### src/rtl/seg7_bcd_decoder.sv
// Recovers a 4-digit BCD frame from a multiplexed 7-segment display bus.
// Define SEG7_DECODE_ERR_EN to capture illegal patterns as 4'hF and pulse oErr.
module seg7_bcd_decoder #(
    parameter int unsigned STABLE_CYCLES = 4
) (
    input  logic        iClk,
    input  logic        iRst_n,
    input  logic [6:0]  iSeg,
    input  logic [3:0]  iDig,
    input  logic        iReady,
    output logic [15:0] oBCD,
    output logic        oValid,
    output logic        oErr,
    output logic        oOverrun
);

    localparam logic [7:0] CntMax = 8'(STABLE_CYCLES);
    localparam logic [7:0] CntPre = 8'(STABLE_CYCLES - 2);

    logic [6:0]  seg_q, seg_prev_q;
    logic [3:0]  dig_q, dig_prev_q;
    logic [7:0]  cnt_q, cnt_d;
    logic [15:0] slots_q, slots_d;
    logic [3:0]  mask_q, mask_d;
    logic [15:0] bcd_q, bcd_d;
    logic        valid_q, valid_d;
    logic        err_q, err_d;
    logic        overrun_q, overrun_d;

    logic        onehot, qualify, capture, legal, load;
    logic [1:0]  idx;
    logic [3:0]  nib;

    always_comb begin
        onehot = 1'b1;
        idx    = 2'd0;
        case (dig_q)
            4'b0001: idx = 2'd0;
            4'b0010: idx = 2'd1;
            4'b0100: idx = 2'd2;
            4'b1000: idx = 2'd3;
            default: onehot = 1'b0;
        endcase
    end

    always_comb begin
        legal = 1'b1;
        nib   = 4'hF;
        case (seg_q)
            7'b1111110: nib = 4'd0;
            7'b0110000: nib = 4'd1;
            7'b1101101: nib = 4'd2;
            7'b1111001: nib = 4'd3;
            7'b0110011: nib = 4'd4;
            7'b1011011: nib = 4'd5;
            7'b1011111: nib = 4'd6;
            7'b1110000: nib = 4'd7;
            7'b1111111: nib = 4'd8;
            7'b1111011: nib = 4'd9;
            default:    legal = 1'b0;
        endcase
    end

    // Capture fires only on the transition into STABLE_CYCLES-1, so once per dwell.
    always_comb begin
        qualify = (seg_q == seg_prev_q) && (dig_q == dig_prev_q) && onehot && (seg_q != 7'd0);
        capture = qualify && (cnt_q == CntPre);
        if (!qualify) begin
            cnt_d = 8'd0;
        end else if (cnt_q == CntMax) begin
            cnt_d = cnt_q;
        end else begin
            cnt_d = cnt_q + 8'd1;
        end
    end

    always_comb begin
        load    = (mask_q == 4'b1111);
        slots_d = slots_q;
        mask_d  = load ? 4'b0000 : mask_q;
        err_d   = 1'b0;
        if (capture && legal) begin
            slots_d[{idx, 2'b00} +: 4] = nib;
            mask_d[idx]                = 1'b1;
        end
`ifdef SEG7_DECODE_ERR_EN
        else if (capture) begin
            slots_d[{idx, 2'b00} +: 4] = 4'hF;
            mask_d[idx]                = 1'b1;
            err_d                      = 1'b1;
        end
`endif
        bcd_d     = load ? slots_q : bcd_q;
        valid_d   = load | (valid_q & ~iReady);
        overrun_d = load & valid_q & ~iReady;
    end

    always_ff @(posedge iClk or negedge iRst_n) begin
        if (!iRst_n) begin
            seg_q      <= 7'd0;
            seg_prev_q <= 7'd0;
            dig_q      <= 4'd0;
            dig_prev_q <= 4'd0;
            cnt_q      <= 8'd0;
            slots_q    <= 16'h0000;
            mask_q     <= 4'd0;
            bcd_q      <= 16'h0000;
            valid_q    <= 1'b0;
            err_q      <= 1'b0;
            overrun_q  <= 1'b0;
        end else begin
            seg_q      <= iSeg;
            seg_prev_q <= seg_q;
            dig_q      <= iDig;
            dig_prev_q <= dig_q;
            cnt_q      <= cnt_d;
            slots_q    <= slots_d;
            mask_q     <= mask_d;
            bcd_q      <= bcd_d;
            valid_q    <= valid_d;
            err_q      <= err_d;
            overrun_q  <= overrun_d;
        end
    end

    assign oBCD     = bcd_q;
    assign oValid   = valid_q;
    assign oErr     = err_q;
    assign oOverrun = overrun_q;

endmodule

### config.mk
export PLATFORM = sky130hd
export DESIGN_NAME = seg7_bcd_decoder
export DESIGN_NICKNAME = d
export VERILOG_FILES = /design/src/rtl/seg7_bcd_decoder.sv
export SDC_FILE = /design/constraint.sdc
export NUM_CORES = 1
export LEC_CHECK = 0
export BUFFER_PORTS_ARGS = -buffer_cell sky130_fd_sc_hd__buf_4
export CORE_ASPECT_RATIO = 0.6
export CORE_MARGIN = 2
export CORE_UTILIZATION = 33
export DETAILED_ROUTE_END_ITERATION = 10
export PLACE_DENSITY = 0.55
export SLEW_MARGIN = 25
export SYNTH_ARGS = -nofsm -noshare
export SYNTH_HDL_FRONTEND = slang
export SYNTH_SLANG_ARGS = --single-unit
### constraint.sdc
create_clock -name iClk -period 4.5 [get_ports iClk]
set_input_delay 1.35 -clock iClk [delete_from_list [all_inputs] [get_ports iClk]]
set_output_delay 1.35 -clock iClk [all_outputs]
set_load 0.1 [all_outputs]
==> results.json <==
{
  "die_h_um": 78.90,
  "die-width_um": 128.8,
  "numPortBuffers": 31,
  "syn_nets": 260,
  "p_leak_uw": 0.001830,
  "synth.ff_latch_count": 68,
  "die-area_mm2": 0.01016,
  "holdBufCountCts": 0,
  "wirelength_um": 5390,
  "cts_resized": 0,
  "yosysTopAreaCell": "dfrtp_1",
  "dp_hpwl_um": 3804,
  "clockBufferDepth": 2,
  "hold_violations": 0,
  "grt_pass1_wl_um": 9515,
  "path_cells": "buf_4",
  "cp_top_family": "flip-flops",
  "synth-edff-count": 0,
  "cts.reportedPaths.clkPinSlew_ns": 0.05,
  "drc": 0,
  "setup_slack_ns": 2.171,
  "syn_to_final_growth_pct": 19.99,
  "rows": 27,
  "clk_latency_ns": 0.33,
  "num_vias": 1833,
  "skew_ns": 0.003035,
  "maxCapViolations": 0,
  "avgRoutedWirePerCell_um": 13.86,
  "htreeDepth": 3,
  "required_ns": 3.15,
  "yosys.area.top_type_share_pct": 55.15,
  "place_inst": 374,
  "yosys.cell_types.count": 45,
  "grt_pass1_vias": 1869,
  "core_mm2": 0.009121,
  "first_pass_iters": 4,
  "yosysWarnings": 0,
  "synth_top_cells_by_area": "dfrtp_1, mux2_2, mux2_1",
  "antenna_found_initial": 0,
  "hp-class": "register to register",
  "power_density_mw_per_mm2": 368.8,
  "gp_congestion": 0.8323,
  "cp-start-kind": "register",
  "crit_slowest_cell": "dfrtp_1",
  "async_flop_share_pct": 100.0,
  "worstPathMaxFanout": 2,
  "ys.flop_type": "dfrtp_1",
  "vdd_drop_max_uv": 255.6,
  "clk_root_buffer_cell": "clkbuf_16",
  "cts-buffers-inserted": 9,
  "fin_nets": 293,
  "final_cells": 389,
  "syn_inst": 236,
  "syn_area_mm2": 0.003085,
  "diodes": 0,
  "layout-drive-gt1-share_pct": 28.94,
  "yosysSeqAreaShare_pct": 55.15,
  "grt-ovfl-total": 0,
  "vias_per_cell": 4.712,
  "cts_tree": "yes",
  "finalCritPeriodShare_pct": 51.74,
  "period_needed_ns": 2.329,
  "syn_area_per_cell_um2": 13.07,
  "antenna_left": 0,
  "grt_max_degree": 69,
  "critPathBufInv": 1,
  "pre_cts_ws_ns": 2.186,
  "status": "complete, no violations",
  "fmax_ghz": 0.4295,
  "relSlewSlack_pct": 43.24,
  "cp.arrival_ns": 0.98,
  "grt_setup_unrepaired": "no",
  "setup-violations-final": 0,
  "tightest_slew_ns": 0.8514,
  "cts_setup_buffers": 0,
  "setup-tns-final_ns": 0,
  "critPathKind": "register to primary output",
  "io_pins": 33,
  "clkSinkCount": 68,
  "grt_usage_pct": 12.49,
  "slowest_delay_ns": 0.35,
  "slew_violations": 0,
  "start_util_pct": 33.83,
  "endpoint_kind": "primary output",
  "drt_iter0_drc": 75,
  "utilization_pct": 40.59
}
## layer usage
layer | share of wire, % | GRT usage [%] | vias up
li1 | - | - | 900
met1 | 55 | 17.76 | 883
met2 | 38 | 16.30 | 38
met3 | 5.3 | 5.054 | 12
met4 | 2.1 | 5.870 | 0
met5 | 0 | 0 | -
## layout by cell type (no fill, tap or decap), types with 6 or more instances in the layout
| master | netlist | final |
|---|---|---|
| dfrtp_1 | 68 | 68 |
| buf_4 | 3 | 31 |
| nor2_1 | 23 | 23 |
| mux2_2 | 16 | 16 |
| xor2_1 | 13 | 13 |
| mux2_1 | 12 | 12 |
| ha_1 | 10 | 10 |
| clkbuf_16 | 0 | 9 |
| xnor2_1 | 8 | 8 |
| nor3_1 | 7 | 7 |
| nand4_1 | 6 | 6 |
| nand3_1 | 6 | 6 |
## area by class of cell
cell class | count | area, um^2
clock buffer | 14 | 284.0
tap | 116 | 145.1
multi-input combinational | 154 | 1308
fill | 868 | 5419
clock inverter | 1 | 5.005
timing repair buffer | 32 | 244.0
sequential | 68 | 1702
inverter | 4 | 15.01
## synthesized netlist by cell type, drive strengths merged (4+ instances only)
cell type	count
xor2	13
nor3	8
or3	5
nor2	23
xnor2	8
nand2	4
nand4	10
buf	9
ha	10
nand3	6
mux2	32
dfrtp	68
and3	4
inv	4
## stage by stage
stage          area, um^2  power, uW  hold WS [ns]
6_report             3702       1365        0.4757
3_3_place_gp         3402      709.2        0.4605
5_1_grt              3702       1426        0.5097
3_5_place_dp         3413      710.2        0.4620
4_1_cts              3702       1385        0.4757
2_1_floorplan        3085      683.5        0.3487
## registers in the layout, summed over array words and instances (netlist names)
signal      count
dig_q           4
oOverrun        1
cnt_q           8
seg_prev_q      7
mask_q          4
oValid          1
dig_prev_q      4
slots_q        16
oBCD           16
seg_q           7
## power breakdown
| part | internal, uW | total [uW] | switching [uW] |
|---|---|---|---|
| registers | 622 | 637 | 14.4 |
| clock network | 429 | 667 | 238 |
| logic | 24.4 | 61.4 | 37.0 |
| total | 1080 | 1370 | 290 |
## path summary, 6_finish.rpt
check / cells past startpoint / from / endpoint / slack [ns]
max in group asynchronous: 1 / iRst_n / seg_q[1] / 2.81
worst min-delay path: 2 / mask_q[0] / mask_q[0] / 0.48
worst max-delay path: 1 / oBCD[14] / oBCD[14] / 2.17
min in group asynchronous: 1 / iRst_n / oValid / 1.12
worst max register to register: 6 / seg_q[5] / slots_q[13] / 2.20
worst min register to register: 2 / mask_q[0] / mask_q[0] / 0.48
## cell families (layout without fill, tap and decap cells)
family,count (synthesis),count (layout),share of synthesized area [%]
xor gates and xnor gates,21,21,5.961
muxes,32,32,12.17
DFF,68,68,55.15
adders and majority gates,10,10,4.055
other,1,1,0.1215
AOI/OAI and AO/OA,12,12,3.285
and+or+nand+nor,78,78,16.79
buffers and inverters,14,51,2.473
Power figures use the tool's default switching activity.
